$ cat src/rtl/decrypt_out_fifo.sv
// rtl/decrypt_out_fifo.sv - byte FIFO between the decrypt XOR stage and the downstream consumer
module decrypt_out_fifo #(
    parameter int DEPTH = 8
) (
    input  logic                     clk,
    input  logic                     rst,
    input  logic [7:0]               din,
    input  logic                     din_valid,
    input  logic                     mode,
    input  logic                     flush,
    input  logic                     dout_ready,
    output logic [7:0]               dout,
    output logic                     dout_valid,
    output logic [$clog2(DEPTH):0]   count,
    output logic                     full,
    output logic                     empty,
    output logic                     overflow
);
    localparam int            AW      = $clog2(DEPTH);
    localparam logic [AW:0]   DEPTH_C = (AW + 1)'(DEPTH);

    logic [7:0]    mem [DEPTH];
    logic [AW-1:0] wr_ptr;
    logic [AW-1:0] rd_ptr;
    logic          wr_req;
    logic          rd_en;
    logic          wr_en;
    logic          drop;

    assign empty      = (count == '0);
    assign full       = (count == DEPTH_C);
    assign dout_valid = !empty;
    // Masking with empty keeps unreset storage from ever reaching dout.
    assign dout       = empty ? 8'h00 : mem[rd_ptr];

    assign wr_req = din_valid && mode && !flush;
    assign rd_en  = dout_valid && dout_ready && !flush;
    // A read in the same cycle frees a slot, so a full FIFO still accepts.
    assign wr_en  = wr_req && (!full || rd_en);
    assign drop   = wr_req && full && !rd_en;

    always_ff @(posedge clk) begin
        if (wr_en) begin
            mem[wr_ptr] <= din;
        end
    end

    always_ff @(posedge clk or negedge rst) begin
        if (!rst) begin
            wr_ptr   <= '0;
            rd_ptr   <= '0;
            count    <= '0;
            overflow <= 1'b0;
        end else if (flush) begin
            wr_ptr   <= '0;
            rd_ptr   <= '0;
            count    <= '0;
            overflow <= 1'b0;
        end else begin
            if (wr_en) begin
                wr_ptr <= wr_ptr + AW'(1);
            end
            if (rd_en) begin
                rd_ptr <= rd_ptr + AW'(1);
            end
            if (wr_en && !rd_en) begin
                count <= count + (AW + 1)'(1);
            end else if (rd_en && !wr_en) begin
                count <= count - (AW + 1)'(1);
            end
            if (drop) begin
                overflow <= 1'b1;
            end
        end
    end
endmodule

$ cat config.mk
export PLATFORM = sky130hd
export DESIGN_NAME = decrypt_out_fifo
export DESIGN_NICKNAME = d
export VERILOG_FILES = /design/src/rtl/decrypt_out_fifo.sv
export SDC_FILE = /design/constraint.sdc
export NUM_CORES = 1
export LEC_CHECK = 0
export CAP_MARGIN = 40
export CELL_PAD_IN_SITES_DETAIL_PLACEMENT = 0
export CELL_PAD_IN_SITES_GLOBAL_PLACEMENT = 1
export CORE_MARGIN = 5
export CORE_UTILIZATION = 38
export CTS_BUF_LIST = sky130_fd_sc_hd__clkbuf_8 sky130_fd_sc_hd__clkbuf_16
export CTS_CLUSTER_SIZE = 10
export DETAILED_ROUTE_END_ITERATION = 6
export HOLD_SLACK_MARGIN = 0.08
export PLACE_DENSITY_LB_ADDON = 0.1
export RECOVER_POWER = 100
export SKIP_LAST_GASP = 1
export SYNTH_ARGS = -nofsm -noshare
export SYNTH_HDL_FRONTEND = slang
export SYNTH_SLANG_ARGS = --single-unit
$ cat constraint.sdc
create_clock -name clk -period 2.7 [get_ports clk]
set_input_delay 0.27 -clock clk [delete_from_list [all_inputs] [get_ports clk]]
set_output_delay 0.27 -clock clk [all_outputs]
set_load 0.05 [all_outputs]
Word level (Yosys, flattened, before mapping)
Memories as Yosys holds them, arrays and structs flattened.
Index checks and enable logic that the tools add are counted.
{"block": "totals", "regBits": 11, "ramBits": 64, "inputBits": 14, "output_inout_bits": 16, "wordCells": 42, "mem_count": 1}
{"block": "classes", "n_addsub": 4, "n_eq_ne": 1, "mux": 12, "reduce_logical": 20}
{"name": "mem", "words": 8, "word_bits": 8, "read_ports": 1, "rd_clocked_by_memory_dff": 0, "write_ports": 1, "line": "22", "rtl": "logic [7:0] mem [DEPTH];"}
{"operator": "two-way mux 3 bit", "count": 4}
{"operator": "two-way mux 4 bit", "count": 3}
{"operator": "logical AND 1 bit", "count": 9}
{"operator": "two-way mux 8 bit", "count": 1}
{"operator": "adder 3 x 1 -> 3 bit (second input constant)", "count": 2}
{"operator": "nonzero test 2 bit", "count": 3}
{"operator": "zero test 1 bit", "count": 5}
{"operator": "adder 4 x 1 -> 4 bit (second input constant)", "count": 1}
{"operator": "== test 4 bit (second input constant)", "count": 1}
{"operator": "zero test 4 bit", "count": 1}
{"operator": "two-way mux 1 bit", "count": 4}
{"operator": "subtractor 4 x 1 -> 4 bit (second input constant)", "count": 1}
{"operator": "nonzero test 3 bit", "count": 1}
{"operator": "logical OR 1 bit", "count": 1}

Depth between registers and ports, before layout
Gate-level depths: netlist (run 1).
{"block": "logic_depth", "word_depth": 11, "mapped_depth": 9, "mapped_depth_nobuf": 8}

Worst setup path after synthesis (run 1)
OpenSTA, ideal clock, no wires.
{"block": "synth_timing", "path_type": "register to register", "from": "reg count[0]", "to": "reg count[3]", "setup_time_ns": 0.071, "arrival_time_ns": 2.488, "required_time_ns": 2.629, "path_slack_ns": 0.142, "stages_incl_launch_ff": 10, "n_path_buf": 1, "synth_period_minus_slack_ns": 2.558, "cell_sequence": "dfrtp_1 -> or4_1 -> buf_6 -> clkinv_8 -> a32oi_4 -> ha_1 -> a21o_1 -> a21oi_1 -> or4_1 -> nand4_1"}
{"block": "synth_via", "elab_chain_cells": 9, "word_cells_on_any_way": 18, "cone_classes": "add/sub (2); eq/ne (1); mux (3); reduce/logical (12)"}
{"item": "from (decl)", "line": "14", "rtl": "output logic [$clog2(DEPTH):0] count,"}
{"item": "from (signal assigned)", "line": "67", "rtl": "count <= count + (AW + 1)'(1);"}
{"item": "from (signal assigned)", "line": "69", "rtl": "count <= count - (AW + 1)'(1);"}
{"item": "zero test 4 bit (*)", "line": "30", "rtl": "assign empty = (count == '0);"}
{"item": "zero test 1 bit (*)", "line": "32", "rtl": "assign dout_valid = !empty;"}
{"item": "named net dout_valid", "line": "13", "rtl": "output logic dout_valid,"}
{"item": "logical AND 1 bit (*) (2 in series)", "line": "37", "rtl": "assign rd_en = dout_valid && dout_ready && !flush;"}
{"item": "logical OR 1 bit", "line": "39", "rtl": "assign wr_en = wr_req && (!full || rd_en);"}
{"item": "logical AND 1 bit", "line": "39"}
{"item": "logical AND 1 bit or zero test 1 bit (tied branches)", "line": "66, 68"}
{"item": "two-way mux 4 bit or logical AND 1 bit (tied branches)", "line": "66, 68"}
{"item": "two-way mux 4 bit or nonzero test 3 bit (tied branches)"}
The timed path passes the listed nets; every way through them passes the cells marked *. The select of a mux whose other input is x is not followed.
A chain may end at the register's enable or synchronous reset.

Worst setup path in the final report (run 1)
{"block": "layout_timing", "from": "reg count[0]", "to": "reg count[3]"}
{"block": "layout_via", "elab_chain_cells": 9, "word_cells_on_any_way": 18, "cone_classes": "add/sub (2); eq/ne (1); mux (3); reduce/logical (12)"}
{"item": "parallel branches: the longest is 9 deep, another holds subtractor 4 x 1 -> 4 bit"}
Several ways; the timed one is not identified. The select of a mux whose other input is x is not followed.

==> results of run 1 <==
power by group through the flow:
| stage | Combinational (W) | Clock, W | Sequential [W] |
|---|---|---|---|
| 2_1_floorplan | 0.000986 | 0 | 0.00143 |
| 3_3_place_gp | 0.00140 | 0 | 0.00137 |
| 3_5_place_dp | 0.00141 | 0 | 0.00137 |
| 4_1_cts | 0.00142 | 0.000841 | 0.00135 |
| 5_1_grt | 0.00142 | 0.000896 | 0.00136 |
| 6_report | 0.00133 | 0.000814 | 0.00135 |
through the flow:
stage | worst slack, ns | hold WS [ns] | std cells | instance area [um2] | total power, W
floorplan | 0.1418 | -0.02559 | 193 | 3258 | 0.002418
global placement | 0.2279 | 0.4808 | 334 | 3726 | 0.002769
detailed placement | 0.1385 | 0.4981 | 334 | 3726 | 0.002787
CTS | 0.08218 | 0.2903 | 349 | 3908 | 0.003608
global route | 0.02902 | 0.3872 | 349 | 3857 | 0.003675
finish | 0.1154 | 0.3738 | 349 | 3857 | 0.003489
layer usage:
metal,share of wire (%),wire length [um],vias to the layer above,GRT usage [%]
li1,-,-,847,-
met1,47,3145,934,19.20
met5,0,0,-,0
met4,0.68,46,0,3.935
met2,48,3255,37,22.59
met3,4.6,310,5,4.127
critical path: cells and delay by family (launching register included):
family	cells	cell delay, ns
AND/OR/NAND/NOR	3	1.19
adder cells (fa/ha/maj)	1	0.34
AO/OA/AOI/OAI	3	0.36
buffers and inverters	1	0.17
flip-flops	1	0.45
layout by cell type, fill, tap and decap left out, types with 2 or more instances in the layout:
cell,synthesis,final
nand2b_1,3,3
and3_1,2,2
dfrtp_1,11,11
nand2_1,3,3
dlygate4sd3_1,0,14
xor2_1,5,5
clkbuf_2,0,14
edfxtp_1,64,64
clkbuf_8,0,9
nor2_1,22,22
clkinv_2,0,3
nand3_1,4,4
or4_1,2,2
clkdlybuf4s50_1,0,6
clkbuf_1,3,4
ha_1,4,4
inv_1,4,4
or3_1,2,2
buf_4,0,7
a21oi_1,7,7
mux2i_1,10,10
mux4_2,16,16
nor3_1,4,4
logic make-up after synthesis:
group | count (synthesis) | share of synthesized area [%]
flip-flops | 75 | 67.43
adder cells (fa/ha/maj) | 5 | 2.151
buffers and inverters | 14 | 2.535
multiplexers | 26 | 14.13
AO/OA/AOI/OAI | 19 | 4.609
XOR/XNOR | 5 | 1.344
AND/OR/NAND/NOR | 49 | 7.796
final timing paths:
kind / slack, ns / from / endpoint
max in group asynchronous: 1.92 / rst / rd_ptr[0]
worst min register to register: 0.50 / overflow / overflow
worst max-delay path: 0.12 / count[0] / count[3]
min in group clk: 0.50 / overflow / overflow
worst max register to register: 0.12 / count[0] / count[3]
worst min-delay path: 0.37 / rst / count[3]
layout make-up:
| type | count | area [um2] | share of cell area (%) |
|---|---|---|---|
| repair buffers | 45 | 337.8 | 8.758 |
| flip-flops and latches | 75 | 2197 | 56.96 |
| clock buffers | 9 | 123.9 | 3.211 |
| multi-input cells | 104 | 978.4 | 25.36 |
| well taps | 105 | 131.4 | 3.406 |
| clock inverters | 6 | 57.56 | 1.492 |
| inverters | 5 | 31.28 | 0.8109 |
flip-flops by register name, summed over array words and instances, names as in the netlist:
signal / flops
count: 4
mem: 64
overflow: 1
rd_ptr: 3
wr_ptr: 3
==> flow_summary_export.csv, run 1 <==
group,metric,value,unit
power_and_ir_drop,powerDensity,904.6,mW/mm2
yosys,synth_area_leaders,"edfxtp_1, mux4_2, dfrtp_1",
placement,io_buffers,29,
yosys,synth_area_leader_cell,"edfxtp_1",
clock_network,holdBufCountCts,0,
cells_and_area,fin_util,46.48,%
cells_and_area,drive_above_1_share,22.95,%
routing,vias,1823,
sta,fin_setup_tns,0,ns
sta,hold_viol,0,
worst_setup_path,arrival,2.86,ns
yosys,synth_area,0.003258,mm2
worst_setup_path,slowest_stage,"or4_1",
power_and_ir_drop,swShare,38.09,%
sta,relSlewSlack,58.76,%
power_and_ir_drop,p_int,0.002160,W
clock_network,cts_buffer_depth,2,
global_route,antenna_found_initial,0,
power_and_ir_drop,peakVddDrop,0.0003851,V
die,start_util,39.26,%
yosys,synth_edf_count,64,
sta,min_period,2.585,ns
cells_and_area,finalNetCount,259,
routing,drt_pass1_iterations,4,
sta,worst_clock_skew,0.01045,ns
worst_setup_path,required,2.98,ns
worst_setup_path,crit_type,"register to register",
yosys,netlist_top_cells_count,"edfxtp_1, nor2_1, mux4_2",
placement,gp_congestion,0.7990,
routing,routed_wl,6757,um
worst_setup_path,crit_path_max_incr_delay,0.71,ns
worst_setup_path,start_kind,"register",
cells_and_area,fill_cells,733,
worst_setup_path,cp_common_cell,"or4_1",
clock_network,tritoncts,"yes",
power_and_ir_drop,p_switching,0.001329,W
global_route,grt_max_degree,15,
clock_network,cts-buffers-inserted,9,
clock_network,cts_root_buffer,"clkbuf_8",
clock_network,cts-resized-gates,0,
global_route,grtUsageTotal,14.23,%
cells_and_area,area_growth,18.39,%
sta,rsz0062_at_grt,"false",
yosys,ys_ff_latch,75,
worst_setup_path,setup.worst_path.end_class,"register",
global_route,grt-ovfl-total,0,
yosys,yosysSeqAreaShare,67.43,%
sta,setup_viol,0,
die,die_w,102.6,um
sta,slew_violations,0,
sta,fin_crit_sh,95.73,%
cells_and_area,diodes,0,
die,fp-row-count,33,
routing,avgViaCountPerCell,5.223,
yosys,ys_warn_count,0,
power_and_ir_drop,power.leakage,1.359,nW
sta,tightest_slew,0.6186,ns
die,core,0.008299,mm2
clock_network,clock_latency,0.34,ns
worst_setup_path,reg2reg_depth,8,
routing,ant_nets,0,
worst_hold_path,hold_path.class,"input port to async pin",
job,cap_violations,0,
power_and_ir_drop,pwr-share-comb,38.0,%
worst_setup_path,worstPathCellList,"or4_1 > clkinv_8 > a32oi_4 > ha_1 > a21o_1 > a21oi_1 > or4_1 > nand4_1",
yosys,synth.most_common_cell,"edfxtp_1",
die,die-area,0.01053,mm2
clock_network,clkTransAtPathRegs,0.08,ns
clock_network,clock_sinks,75,
power_and_ir_drop,p_clk_share,23.3,%
yosys,avgSynthCellArea,16.88,um2
global_route,grt_pass1_wl,10790,um
sta,fmax,386.9,MHz
placement,hpwlAfterDp,4532,um
yosys,ys_types,41,
worst_setup_path,path_max_fanout,14,
clock_network,h-tree-depth,3,
yosys,synth_flop_cell,"edfxtp_1",
yosys,synth_nets,212,
yosys,syn_inst,193,
power_and_ir_drop,pwr-share-seq,38.6,%
die,ios,30,
yosys,synth_top_area_share,58.99,%
routing,drc_errors,0,
global_route,grt_pass1_vias,1973,
routing,drtIter0Drc,84,
die,die_h,102.6,um
run_status,outcome,"complete, no violations",
clock_network,post_cts_buffers,0,
yosys,async_flop_share,14.67,%
routing,wl_per_cell,19.36,um
(Power assumes the default switching activity.)
==> run 2: changes to the inputs <==
--- a/config.mk
+++ b/config.mk
@@ -15,7 +15,6 @@
 export DETAILED_ROUTE_END_ITERATION = 6
 export HOLD_SLACK_MARGIN = 0.08
 export PLACE_DENSITY_LB_ADDON = 0.1
-export RECOVER_POWER = 100
 export SKIP_LAST_GASP = 1
 export SYNTH_ARGS = -nofsm -noshare
 export SYNTH_HDL_FRONTEND = slang
==> run 2 against run 1 <==
Worst hold slack got worse by 0.069 ns; routed wire length increased by 0.36%; first-iteration DRC count unchanged; setup slack improved by 0.0050 ns; register-to-register slack about the same; critical path depth unchanged; power increased by 2.1%; global-route usage unchanged; cell area increased by 1.3%; critical endpoint unchanged; largest cell class unchanged.
==> flow_summary_export.csv, run 2 (synthesized netlist as in run 1, its figures left out) <==
group,metric,value,unit
clock_network,holdBufCountCts,0,
cells_and_area,top_register,"mem",
global_route,grt-ovfl-total,0,
cells_and_area,largest_reg_flops,64,
cells_and_area,fill_cells,730,
cells_and_area,stdcell_count,349,
placement,dp.cells,334,
global_route,grt_pass1_vias,1973,
cells_and_area,layout_commonest_cell,"edfxtp_1",
sta,fin_crit_sh,95.54,%
global_route,antenna_found_initial,0,
worst_setup_path,start_kind,"register",
worst_setup_path,path_max_fanout,14,
sta,tightest_slew,0.6164,ns
die,fp-row-count,33,
placement,dpl_worst_slack,0.1385,ns
clock_network,cts-buffers-inserted,9,
cells_and_area,diodes,0,
clock_network,clkTransAtPathRegs,0.08,ns
sta,rsz0062_at_grt,"false",
sta,worst_clock_skew,0.009632,ns
power_and_ir_drop,power.leakage,1.370,nW
placement,io_buffers,29,
die,core,0.008299,mm2
clock_network,cts_root_buffer,"clkbuf_8",
global_route,grt_pass1_wl,10790,um
die,start_util,39.26,%
worst_setup_path,timing.rr.start,"count[0]",
worst_setup_path,setup.worst_path.end_class,"register",
cells_and_area,drive_above_1_share,24.59,%
sta,relSlewSlack,58.91,%
die,die_w,102.6,um
global_route,grt_max_degree,15,
routing,wl_per_cell,19.43,um
routing,vias,1829,
sta,fmax,387.7,MHz
sta,fin_hold_ws,0.3044,ns
worst_hold_path,hold_path.class,"input port to async pin",
clock_network,tritoncts,"yes",
routing,drtIter0Drc,84,
placement,gp_congestion,0.7990,
sta,hold_viol,0,
worst_setup_path,r2r_end,"count[3]",
power_and_ir_drop,peakVddDrop,0.0003944,V
job,cap_violations,0,
worst_setup_path,required,2.98,ns
sta,fin_setup_tns,0,ns
die,die-area,0.01053,mm2
clock_network,h-tree-depth,3,
sta,setup_viol,0,
die,ios,30,
cells_and_area,final_cell_mix,"edfxtp_1, buf_4, nor2_1, clkdlybuf4s50_1, mux4_2",
cells_and_area,reg_top3,"mem: 64 flops, count: 4 flops",
clock_network,post_cts_buffers,0,
clock_network,cts-resized-gates,0,
clock_network,clock_sinks,75,
sta,slew_violations,0,
placement,hpwlAfterDp,4532,um
routing,drc_errors,0,
power_and_ir_drop,powerDensity,912.0,mW/mm2
power_and_ir_drop,fin_total_pwr,0.003564,W
worst_setup_path,arrival,2.86,ns
run_status,outcome,"complete, no violations",
die,die_h,102.6,um
worst_setup_path,reg2reg_depth,8,
sta,min_period,2.580,ns
cells_and_area,finalNetCount,259,
routing,routed_wl,6781,um
routing,drt_pass1_iterations,4,
routing,avgViaCountPerCell,5.241,
worst_setup_path,rrSetupSlack,0.12,ns
cells_and_area,area_growth,19.93,%
sta,fin_ws,0.1204,ns
clock_network,clock_latency,0.34,ns
worst_setup_path,crit_type,"register to register",
clock_network,cts_buffer_depth,2,
routing,ant_nets,0,
global_route,grtUsageTotal,14.23,%
-- run 2: layout make-up --
cell class	count	area (um2)	area share [%]
Sequential cell	75	2197	56.23
Multi-Input combinational cell	104	978.4	25.04
Tap cell	105	131.4	3.362
Clock inverter	6	57.56	1.473
Clock buffer	9	123.9	3.170
Inverter	5	31.28	0.8005
Timing Repair Buffer	45	387.9	9.926
-- run 2: power by group --
group          switching (W)  total (W)  internal (W)
clock               0.000401   0.000816      0.000415
sequential         0.0000499    0.00135       0.00130
combinational       0.000884    0.00140      0.000514
-- run 2: worst max path at each step --
stage	start	end	slack, ns	depth (start not counted)
2_1_floorplan	count[0]	count[3]	0.14	9
3_3_place_gp	count[0]	count[3]	0.23	8
3_5_place_dp	count[0]	count[3]	0.14	8
4_1_cts	count[0]	full	0.08	3
5_1_grt	count[0]	full	0.03	3
6_report	count[0]	count[3]	0.12	8
-- run 2: per-layer routing --
| layer | share of wire [%] | GRT usage (%) |
|---|---|---|
| met2 | 48 | 22.59 |
| met3 | 5.0 | 4.127 |
| met1 | 46 | 19.20 |
| met5 | 0 | 0 |
| met4 | 0.49 | 3.935 |
-- run 2: worst max-delay path, stage by stage (launching register included) --
cell	delay [ns]
dfrtp_1	0.45
or4_1	0.71
clkinv_8	0.17
a32oi_4	0.15
ha_1	0.33
a21o_1	0.13
a21oi_1	0.08
or4_1	0.40
nand4_1	0.08
-- run 2: through the flow --
step	instance area, um2	utilization [%]
final	3908	47.08
after global routing	3908	47.08
after CTS	3908	47.08
after detailed placement	3726	44.90
after global placement	3726	44.90
after floorplan	3258	-
==> run 3: changes to the inputs <==
==> constraint.sdc (replaced) <==
create_clock -name clk -period 2.4 [get_ports clk]
set_input_delay 0.24 -clock clk [delete_from_list [all_inputs] [get_ports clk]]
set_output_delay 0.24 -clock clk [all_outputs]
set_load 0.05 [all_outputs]
==> run 3 against run 2 <==
Register-to-register slack lost 0.07 ns; global-route usage shrank 0.23 points; maximum frequency is 9.9% higher; clock power rose by 42%; power increased by 21%; worst hold slack worse by 0.045 ns; die area is the same; routed wire length is 0.58% lower; sequential cell count stayed put; utilization up 1.5 points; non-clock buffer count up 8; first-iteration DRC count increased by 32%; critical endpoint unchanged; highest routed layer unchanged.
==> flow_summary_export.csv, run 3 (synthesized netlist as in run 1, its figures left out) <==
group,metric,value,unit
placement,io_buffers,29,
power_and_ir_drop,powerDensity,1067,mW/mm2
die,start_util,39.26,%
job,cap_violations,0,
cells_and_area,stdcell_count,358,
die,die_w,102.6,um
worst_setup_path,rrSetupSlack,0.05,ns
routing,ant_nets,0,
cells_and_area,fill_cells,710,
clock_network,clkTransAtPathRegs,0.08,ns
worst_setup_path,path_max_fanout,5,
power_and_ir_drop,fin_total_pwr,0.004306,W
worst_setup_path,timing.rr.start,"count[1]",
global_route,grtUsageTotal,14.00,%
sta,fin_crit_sh,97.77,%
cells_and_area,layout_commonest_cell,"edfxtp_1",
routing,drtIter0Drc,111,
cells_and_area,diodes,0,
cells_and_area,top_register,"mem",
clock_network,cts_root_buffer,"clkbuf_8",
global_route,grt_max_degree,15,
cells_and_area,register_area,0.002201,mm2
cells_and_area,final_cell_mix,"edfxtp_1, buf_4, nor2_1, clkdlybuf4s50_1, mux4_2",
sta,min_period,2.346,ns
routing,drc_errors,0,
worst_setup_path,setup.worst_path.end_class,"register",
worst_setup_path,crit_type,"register to register",
die,ios,30,
cells_and_area,multi_input_area,987.2,um2
cells_and_area,area_growth,23.85,%
routing,vias,1850,
clock_network,cts_buffer_depth,2,
sta,fmax,426.2,MHz
worst_setup_path,worstPathCellList,"or4_4 > clkinv_8 > a32oi_4 > ha_1 > a21o_1 > a21oi_1 > or4_1 > nand4_1",
die,fp-row-count,33,
clock_network,tritoncts,"yes",
sta,tightest_slew,0.6497,ns
routing,avgViaCountPerCell,5.168,
cells_and_area,largest_reg_flops,64,
global_route,grt_pass1_vias,1939,
placement,dp.cells,339,
clock_network,h-tree-depth,3,
sta,hold_viol,0,
global_route,grt-ovfl-total,0,
sta,fin_ws,0.05362,ns
global_route,grt_pass1_wl,10760,um
routing,wl_per_cell,18.83,um
worst_setup_path,required,2.67,ns
routing,routed_wl,6742,um
worst_setup_path,start_kind,"register",
placement,hpwlAfterDp,4650,um
sta,setup_viol,0,
cells_and_area,drive_above_1_share,29.64,%
worst_setup_path,crit_family,"simple AND/OR/NAND/NOR gates",
sta,relSlewSlack,56.69,%
worst_setup_path,r2r_end,"count[3]",
cells_and_area,reg_top3,"mem: 64 flops, count: 4 flops",
die,die_h,102.6,um
clock_network,cts-buffers-inserted,9,
clock_network,clock_latency,0.34,ns
sta,worst_clock_skew,0.007357,ns
die,core,0.008299,mm2
run_status,outcome,"complete, no violations",
placement,dpl_worst_slack,0.04406,ns
worst_setup_path,slowest_stage,"or4_4",
routing,drt_pass1_iterations,4,
sta,slew_violations,0,
worst_hold_path,hold_path.class,"input port to async pin",
global_route,antenna_found_initial,0,
worst_setup_path,crit_path_max_incr_delay,0.59,ns
worst_setup_path,arrival,2.62,ns
power_and_ir_drop,power.leakage,1.441,nW
clock_network,clock_sinks,75,
placement,gp_congestion,0.7942,
worst_setup_path,reg2reg_depth,8,
power_and_ir_drop,peakVddDrop,0.0004589,V
worst_setup_path,critPathBufInv,1,
cells_and_area,finalNetCount,267,
die,die-area,0.01053,mm2
==> run 3: final cells by class <==
type / instances / share of cell area, %
sequential: 75 / 54.54
clock buffer: 9 / 3.070
multi-input combinational: 104 / 24.47
inverter: 5 / 0.7752
timing repair buffer: 53 / 11.01
tap: 105 / 3.256
clock inverter: 7 / 2.884
==> run 3: metrics by stage <==
step	util (%)	hold slack [ns]	setup TNS, ns	cell area, um2
floorplan	-	-0.05559	-0.05679	3279
global route	48.62	0.2985	-0.003450	4035
finish	48.62	0.2591	0	4035
CTS	48.35	0.2515	0	4013
detailed placement	45.47	0.5018	0	3774
global placement	45.47	0.4845	0	3774
==> run 3: repair_timing <==
| item | 4_1_cts | 5_1_grt |
|---|---|---|
| cloned | 0 | 0 |
| buffers inserted | 0 | 3 |
| hold buffers | 0 | 0 |
| resized for setup | 1 | 0 |
| endpoints found under the setup margin | 1 | 3 |
| pin swaps | 0 | 2 |
==> run 3: layer usage <==
metal  vias to the layer above  track usage (%)  wire, um
met5                         -                0         0
met4                         0            4.844        68
met3                         8            2.300       278
met2                        42            22.49      3342
met1                       934            19.38      3053
li1                        866                -         -
==> run 3: worst max-delay path by stage <==
stage,start,to,cells past startpoint
floorplan,count[1],count[3],9
global placement,din_valid,mem[1][1],6
detailed placement,count[1],count[1],6
CTS,count[0],count[1],6
global route,count[0],count[3],7
finish,count[1],count[3],8
==> run 3: where the power goes <==
group | leakage, nW | switching, W | internal [W] | total (W)
combinational | 0.595 | 0.00101 | 0.000615 | 0.00163
clock | 0.125 | 0.000466 | 0.000691 | 0.00116
sequential | 0.721 | 0.0000536 | 0.00147 | 0.00152
total | 1.44 | 0.00153 | 0.00277 | 0.00431
